$ cat config.mk
export PLATFORM = sky130hd
export DESIGN_NAME = fifo_wr_arb_flat
export DESIGN_NICKNAME = d
export VERILOG_FILES = /design/src/rtl/fifo_wr_arb_pkg.sv /design/src/rtl/fifo_wr_arb_if.sv /design/src/rtl/fifo_wr_arb_rr_pick.sv /design/src/rtl/fifo_wr_arb.sv /design/src/flat_wrapper.sv
export SDC_FILE = /design/constraint.sdc
export NUM_CORES = 1
export LEC_CHECK = 0
export ABC_AREA = 1
export CAP_MARGIN = 20
export CORE_MARGIN = 1
export CORE_UTILIZATION = 43
export DETAILED_ROUTE_END_ITERATION = 16
export PLACE_DENSITY = 0.93
export SYNTH_ARGS = -nofsm -noshare
export SYNTH_HDL_FRONTEND = slang
export SYNTH_HIERARCHICAL = 1
export SYNTH_SLANG_ARGS = --single-unit
$ cat constraint.sdc
create_clock -name clk -period 3.05 [get_ports clk]
set_clock_uncertainty 0.1 [all_clocks]
set_input_delay 0.915 -clock clk [delete_from_list [all_inputs] [get_ports clk]]
set_output_delay 0.915 -clock clk [all_outputs]
set_load 0.01 [all_outputs]
$ cat src/rtl/fifo_wr_arb_pkg.sv
// rtl/fifo_wr_arb_pkg.sv - shared defaults, derived widths and state type for the FIFO write arbiter
package fifo_wr_arb_pkg;

    localparam int NUM_REQ_DEF    = 4;
    localparam int DATA_WIDTH_DEF = 8;
    localparam int BURST_LEN_DEF  = 4;

    // Keeps single-requester builds from producing zero-width vectors.
    function automatic int idx_width(input int n);
        return (n > 1) ? $clog2(n) : 1;
    endfunction

    localparam int IDX_W_DEF = idx_width(NUM_REQ_DEF);
    localparam int CNT_W_DEF = idx_width(BURST_LEN_DEF);

    typedef enum logic {
        IDLE = 1'b0,
        BUSY = 1'b1
    } state_t;

endpackage

$ cat src/rtl/fifo_wr_arb_if.sv
// rtl/fifo_wr_arb_if.sv - producer handshake and FIFO write-port bundle for the arbiter
interface fifo_wr_arb_if
    import fifo_wr_arb_pkg::*;
#(
    parameter int NUM_REQ    = NUM_REQ_DEF,
    parameter int DATA_WIDTH = DATA_WIDTH_DEF
);
    localparam int IDX_W = idx_width(NUM_REQ);

    logic [NUM_REQ-1:0]            req_valid;
    logic [NUM_REQ*DATA_WIDTH-1:0] req_data;
    logic [NUM_REQ-1:0]            req_ready;
    logic                          fifo_full;
    logic                          fifo_wr_en;
    logic [DATA_WIDTH-1:0]         fifo_data;
    logic [IDX_W-1:0]              owner;
    logic                          busy;

    modport slave (
        input  req_valid, req_data, fifo_full,
        output req_ready, fifo_wr_en, fifo_data, owner, busy
    );

    modport master (
        output req_valid, req_data, fifo_full,
        input  req_ready, fifo_wr_en, fifo_data, owner, busy
    );

endinterface

$ cat src/rtl/fifo_wr_arb_rr_pick.sv
// rtl/fifo_wr_arb_rr_pick.sv - combinational round-robin search starting one past the last owner
module rr_pick
    import fifo_wr_arb_pkg::*;
#(
    parameter int NUM_REQ = NUM_REQ_DEF,
    localparam int IDX_W  = idx_width(NUM_REQ)
) (
    input  logic [NUM_REQ-1:0] i_req,
    input  logic [IDX_W-1:0]   i_last,
    output logic [IDX_W-1:0]   o_idx,
    output logic               o_found
);

    logic [IDX_W-1:0] w_cand;

    always_comb begin
        o_idx   = '0;
        o_found = 1'b0;
        w_cand  = '0;
        for (int i = 1; i <= NUM_REQ; i++) begin
            w_cand = IDX_W'((int'(i_last) + i) % NUM_REQ);
            if (!o_found && i_req[w_cand]) begin
                o_found = 1'b1;
                o_idx   = w_cand;
            end
        end
    end

endmodule

$ cat src/rtl/fifo_wr_arb.sv
// rtl/fifo_wr_arb.sv - round-robin burst arbiter sharing one FIFO write port among producers
module fifo_wr_arb
    import fifo_wr_arb_pkg::*;
#(
    parameter int NUM_REQ    = NUM_REQ_DEF,
    parameter int DATA_WIDTH = DATA_WIDTH_DEF,
    parameter int BURST_LEN  = BURST_LEN_DEF
) (
    input  logic          clk,
    input  logic          rst,
    fifo_wr_arb_if.slave  bus
);

    localparam int IDX_W = idx_width(NUM_REQ);
    localparam int CNT_W = idx_width(BURST_LEN);

    state_t             r_state;
    logic [IDX_W-1:0]   r_owner;
    logic [IDX_W-1:0]   r_last;
    logic [CNT_W-1:0]   r_beat_cnt;
    logic               r_busy;

    logic [IDX_W-1:0]   w_pick;
    logic               w_found;
    logic               w_owner_valid;
    logic               w_accept;
    logic [NUM_REQ-1:0] w_ready;

    rr_pick #(.NUM_REQ(NUM_REQ)) u_rr_pick (
        .i_req   (bus.req_valid),
        .i_last  (r_last),
        .o_idx   (w_pick),
        .o_found (w_found)
    );

    assign w_owner_valid = bus.req_valid[r_owner];
    assign w_accept      = r_busy && w_owner_valid && !bus.fifo_full;

    // Both burst-end conditions release the grant and become the next round-robin origin.
    always_ff @(posedge clk or negedge rst) begin
        if (!rst) begin
            r_state    <= IDLE;
            r_owner    <= '0;
            r_last     <= IDX_W'(NUM_REQ - 1);
            r_beat_cnt <= '0;
            r_busy     <= 1'b0;
        end else begin
            case (r_state)
                IDLE: begin
                    if (w_found) begin
                        r_state    <= BUSY;
                        r_busy     <= 1'b1;
                        r_owner    <= w_pick;
                        r_beat_cnt <= '0;
                    end
                end
                BUSY: begin
                    if (!w_owner_valid) begin
                        r_state <= IDLE;
                        r_busy  <= 1'b0;
                        r_last  <= r_owner;
                    end else if (!bus.fifo_full) begin
                        r_beat_cnt <= r_beat_cnt + 1'b1;
                        if (r_beat_cnt == CNT_W'(BURST_LEN - 1)) begin
                            r_state <= IDLE;
                            r_busy  <= 1'b0;
                            r_last  <= r_owner;
                        end
                    end
                end
                default: begin
                    r_state <= IDLE;
                    r_busy  <= 1'b0;
                end
            endcase
        end
    end

    always_comb begin
        w_ready = '0;
        if (r_busy) begin
            w_ready[r_owner] = !bus.fifo_full;
        end
    end

    assign bus.req_ready  = w_ready;
    assign bus.fifo_wr_en = w_accept;
    assign bus.fifo_data  = r_busy ? bus.req_data[r_owner*DATA_WIDTH +: DATA_WIDTH] : '0;
    assign bus.owner      = r_owner;
    assign bus.busy       = r_busy;

endmodule

$ cat src/flat_wrapper.sv
// flat-port wrapper written by rule: the top's interface ports become plain ports
module fifo_wr_arb_flat import fifo_wr_arb_pkg::*;
#(
    parameter int NUM_REQ    = NUM_REQ_DEF,
    parameter int DATA_WIDTH = DATA_WIDTH_DEF,
    parameter int BURST_LEN  = BURST_LEN_DEF
)
  (clk, rst, bus_req_valid, bus_req_data, bus_fifo_full, bus_req_ready, bus_fifo_wr_en, bus_fifo_data, bus_owner, bus_busy);
  fifo_wr_arb_if #(.NUM_REQ(NUM_REQ), .DATA_WIDTH(DATA_WIDTH)) bus_i ();
  input  logic clk;
  input  logic rst;
  input wire logic [$bits(bus_i.req_valid)-1:0] bus_req_valid;
  input wire logic [$bits(bus_i.req_data)-1:0] bus_req_data;
  input wire logic [$bits(bus_i.fifo_full)-1:0] bus_fifo_full;
  output wire logic [$bits(bus_i.req_ready)-1:0] bus_req_ready;
  output wire logic [$bits(bus_i.fifo_wr_en)-1:0] bus_fifo_wr_en;
  output wire logic [$bits(bus_i.fifo_data)-1:0] bus_fifo_data;
  output wire logic [$bits(bus_i.owner)-1:0] bus_owner;
  output wire logic [$bits(bus_i.busy)-1:0] bus_busy;
  assign bus_i.req_valid = bus_req_valid;
  assign bus_i.req_data = bus_req_data;
  assign bus_i.fifo_full = bus_fifo_full;
  assign bus_req_ready = bus_i.req_ready;
  assign bus_fifo_wr_en = bus_i.fifo_wr_en;
  assign bus_fifo_data = bus_i.fifo_data;
  assign bus_owner = bus_i.owner;
  assign bus_busy = bus_i.busy;
  fifo_wr_arb #(.NUM_REQ(NUM_REQ), .DATA_WIDTH(DATA_WIDTH), .BURST_LEN(BURST_LEN)) u_core (.clk(clk), .rst(rst), .bus(bus_i));
endmodule
### After elaboration in Yosys (flattened, before gate mapping)

Cells that the tools add are included.
Widths: inputs -> output; s select.

* add/sub/neg operators: 5
* $lt $le $gt $ge: 6
* eq/ne operators: 8
* shifts and indexed selects: 1
* muxes and demuxes: 39
* bitwise logic cells: 2
* reductions and logical operators: 14

Operators by type and width (count)
* $shiftx 32x6->8: 1
* $mux 2: 10
* $mux 1: 18
* $lt 2x3->1 const B: 5
* $bmux 1 s2: 5
* $ne 2x2->1 const B: 5
* $reduce_and 3->1: 3
* $mux 8: 1
* $add 2x1->2 const B: 3
* $logic_and 1x1->1: 6
* $ne 3x3->1 const B: 2
* $add 2x2->2 const B: 2
* $and 4x4->4: 1
* $logic_not 1->1: 4
* $mux 4: 1
* $pmux 1 s2: 2
* $pmux 2 s2: 1
* $demux 1 s2: 1
* $eq 2x2->1 const B: 1
* $ge 2x1->1 const B: 1
* $reduce_and 2->1: 1
* $not 1->1: 1

* flip-flop bits (word level): 8
* input port bits: 39
* output and inout bits: 16
* logic and storage cells: 80

### Logic depth before layout (Yosys ltp)

* depth in word-level cells: 15
* gate-level depth with buffers: 10
* gate-level depth less buffers: 10

### By module

Netlist, hierarchy kept.

By module, submodules not included
* fifo_wr_arb: times used 1, cells an instance 104, area each 819.5 um^2, sequential area each 202.7 um^2
* rr_pick: times used 1, cells an instance 52, area each 271.5 um^2, sequential area each 0.0 um^2

### Worst setup path before layout

Ideal clock, no wire load.

* path kind: input port to output port
* start: in bus_fifo_full
* end: out bus_req_ready[0]
* arrival: 1.390 ns
* data required time: 2.035 ns
* path slack: 0.645 ns
* cell stages on the path: 3
* path buffers: 0
* cells stage by stage: inv_1 -> nand2_1 -> nor3_1

* word-level cells in the longest chain between the ends: 3

Ends and longest elaborated chain
* start: declaration: RTL line flat_wrapper.sv:14 `input wire logic [$bits(bus_i.fifo_full)-1:0] bus_fifo_full;`
* $logic_not 1->1: RTL line fifo_wr_arb.sv:82 `w_ready[r_owner] = !bus.fifo_full;`
* $and 4x4->4 (no line)
* $mux 4: RTL line fifo_wr_arb.sv:81 `if (r_busy) begin`
* end: declaration: RTL line flat_wrapper.sv:15 `output wire logic [$bits(bus_i.req_ready)-1:0] bus_req_ready;`

No other way between the ends.

### Final worst setup path

* start: in bus_req_data[27]
* end: out bus_fifo_data[3]

* word-level cells in the longest chain between the ends: 2

Ends and longest elaborated chain
* start: declaration: RTL line flat_wrapper.sv:13 `input wire logic [$bits(bus_i.req_data)-1:0] bus_req_data;`
* $shiftx 32x6->8: RTL line fifo_wr_arb.sv:88 `assign bus.fifo_data = r_busy ? bus.req_data[r_owner*DATA_WIDTH +: DATA_WIDTH] : '0;`
* $mux 8: RTL line fifo_wr_arb.sv:88
* end: declaration: RTL line flat_wrapper.sv:17 `output wire logic [$bits(bus_i.fifo_data)-1:0] bus_fifo_data;`

No other way between the ends.

==> results.py <==
metrics = {
    "outcome": {
        "status": "finished clean",
    },
    "pwr": {
        "switchingPower_mw": 0.881,
        "peakVddDrop_v": 0.000694,
        "power_frac_seq_pct": 15.7,
        "power_frac_comb_pct": 79.0,
        "intPower_mw": 0.722,
        "clkPwrFrac_pct": 5.2,
        "power.density_mw_per_mm2": 963,
        "p_sw_share_pct": 55.0,
        "leakagePower_nw": 0.744,
    },
    "min_path": {
        "min_to": "u_core/r_last[1]",
        "hold_start": "u_core/r_last[1]",
        "hold_depth": 2,
        "hold_path_class": "register to register",
    },
    "critical_path": {
        "startpoint_type": "primary input",
        "crit_type": "primary input to output port",
        "startpoint": "bus_req_data[27]",
        "cp_max_fo": 1,
        "crit_required_ns": 2.03,
        "reg2reg_to": "u_core/bus.owner[1]",
        "crit_arrival_ns": 1.98,
        "r2r_slack_ns": 0.96,
        "r2r_start": "u_core/r_last[0]",
        "worst-r2r-cell-count": 10,
        "cp-end-kind": "output port",
    },
    "floorplan": {
        "core-area_mm2": 0.00230,
        "ios": 55,
        "initial_core_util_pct": 47.5,
        "die_area_mm2": 0.00274,
        "die_x_um": 52.4,
        "die_h_um": 52.4,
        "core.rowCount": 17,
    },
    "yosys": {
        "seq_area_frac_synth_pct": 18.6,
        "synth-edff-count": 0,
        "ys.flop_type": "dfrtp_1",
        "synth_nets": 196,
        "syn_area_mm2": 0.00109,
        "avgSynthCellArea_um2": 6.99,
        "synth_seq_cells": 8,
        "ys_async_sr_fraction_pct": 100,
        "syn_inst": 156,
        "yosysWarnings": 6,
        "synthDistinctLibCells": 22,
    },
    "global_routing": {
        "antenna_found_initial": 0,
        "grt_pass1_wl_mm": 5.40,
        "grt_pass1_vias": 1211,
        "gr-usage-all-layers_pct": 25.8,
        "grt_overflow": 0,
        "grt_max_degree": 23,
    },
    "clock_tree": {
        "cts_setup_buffers": 0,
        "postCtsHoldBufs": 0,
        "clk-insertion-delay-late_ns": 0.25,
        "tritoncts": "yes",
        "cts_root_buf": "clkbuf_4",
        "cts_made_buffers": 3,
        "clkSinkCount": 8,
        "clk_pin_slew_worst_paths_ns": 0.05,
        "htree_levels": 1,
        "clock_path_buffers": 2,
    },
    "drt": {
        "drt_iter0_drc": 74,
        "wl_per_cell_um": 15.2,
        "drtAntennaViolNets": 0,
        "via_per_inst": 5.68,
        "wl_mm": 3.65,
        "dr_total_vias": 1370,
        "drt_pre_antenna_iters": 5,
        "drc": 0,
    },
    "finish": {
        "register_area_um2": 203,
        "fill_cells": 186,
        "nets": 254,
        "area_growth_pct": 52.6,
        "multi_input_area_um2": 773,
        "final_common_cell": "nand2_1",
        "final_cell_mix": "42 x nand2_1, 41 x nand3_1, 40 x clkdlybuf4s50_1",
        "stdcell_count": 241,
        "layout-drive-gt1-share_pct": 22.1,
        "diodes": 0,
    },
    "timing": {
        "tightest_slew_ns": 0.430,
        "fin_crit_sh_pct": 98.2,
        "holdWs_ns": 0.453,
        "layout_min_cycle_time_ns": 3.00,
        "hold_violations": 0,
        "rsz0062_at_grt": "false",
        "fmax_mhz": 334,
        "slew_viol_final": 0,
        "fin_tns_setup_ns": 0,
        "relSlewSlack_pct": 71.3,
        "report.final.setup_viol": 0,
    },
    "placement": {
        "place_inst": 237,
        "gp_routability_congestion": 0.835,
        "io_buffer_count": 54,
        "dpl.hpwl_mm": 2.82,
    },
    "run": {
        "cap_violations": 0,
    },
}
==> power by group through the flow <==
stage | sequential (mW) | combinational, mW | clock, mW
global route | 0.256 | 1.37 | 0.0938
global placement | 0.240 | 1.26 | 0
floorplan | 0.233 | 0.916 | 0
finish | 0.252 | 1.27 | 0.0838
detailed placement | 0.248 | 1.32 | 0
CTS | 0.248 | 1.26 | 0.0880
==> registers in the layout, indices dropped and copies added (netlist names) <==
signal and cells:
u_core/bus.busy 1, u_core/bus.owner 2, u_core/r_beat_cnt 2, u_core/r_last 2, u_core/r_state 1
==> cells by family (layout without fill, tap and decap cells) <==
group,count (synthesis),in the layout,share of synthesized area [%]
AOI/OAI and AO/OA,14,14,14.2
adders and majority gates,1,1,1.15
buffers and inverters,20,77,10.8
DFF,8,8,18.6
and+or+nand+nor,113,113,55.3
==> worst max-delay path: stages <==
cell and delay (ns):
clkdlybuf4s50_1 0.46, nand3_1 0.10, a41oi_2 0.22, dlygate4sd2_1 0.29
==> cells in the mapped netlist, types with 2 or more instances <==
master	number	share of area [%]
nor2_1	4	1.4
buf_6	3	3.1
dfrtp_1	6	14
inv_2	3	1.0
nand3_2	7	6.4
nand2_4	3	3.1
inv_1	8	2.8
dfstp_2	2	4.8
a41oi_2	7	10
nor3_2	3	2.8
nand2_2	6	3.4
buf_4	5	3.4
nand2_1	43	15
nand4_1	4	2.3
nand3_1	41	19
a21oi_1	5	2.3
==> per-stage QoR <==
step	setup WS (ns)	instance area, µm²	total power [mW]	utilization (%)
6_report	0.0545	1670	1.60	72.5
5_1_grt	0.00207	1670	1.72	72.5
4_1_cts	0.0253	1680	1.60	73.0
3_5_place_dp	-0.348	1660	1.57	72.4
3_3_place_gp	-0.325	1660	1.50	72.4
2_1_floorplan	0.645	1090	1.15	-
==> worst max-delay path by stage <==
stage,end
global route,bus_req_ready[2]
finish,bus_fifo_data[3]
floorplan,bus_req_ready[0]
detailed placement,bus_fifo_wr_en
global placement,bus_fifo_wr_en
CTS,bus_fifo_wr_en
==> per-layer routing <==
metal | part of all wire, % | GRT usage, %
met1 | 38 | 30.5
met2 | 53 | 49.2
met3 | 7.3 | 2.03
met4 | 1.2 | 6.14
met5 | 0 | 0
==> final cells by class <==
type / count / share of cell area [%]
multi-input combinational: 128 / 46.4
timing repair buffer: 62 / 35.2
sequential: 8 / 12.2
clock buffer: 4 / 1.58
tap: 28 / 2.10
inverter: 11 / 2.48
==> repair_timing <==
item / 4_1_cts / 5_1_grt
endpoints found under the hold margin: 0 / 0
cloned: 0 / 0
resized for setup: 17 / 7
pin swaps: 0 / 0
setup endpoints to repair: 13 / 5
Power figures use the tool's default switching activity.
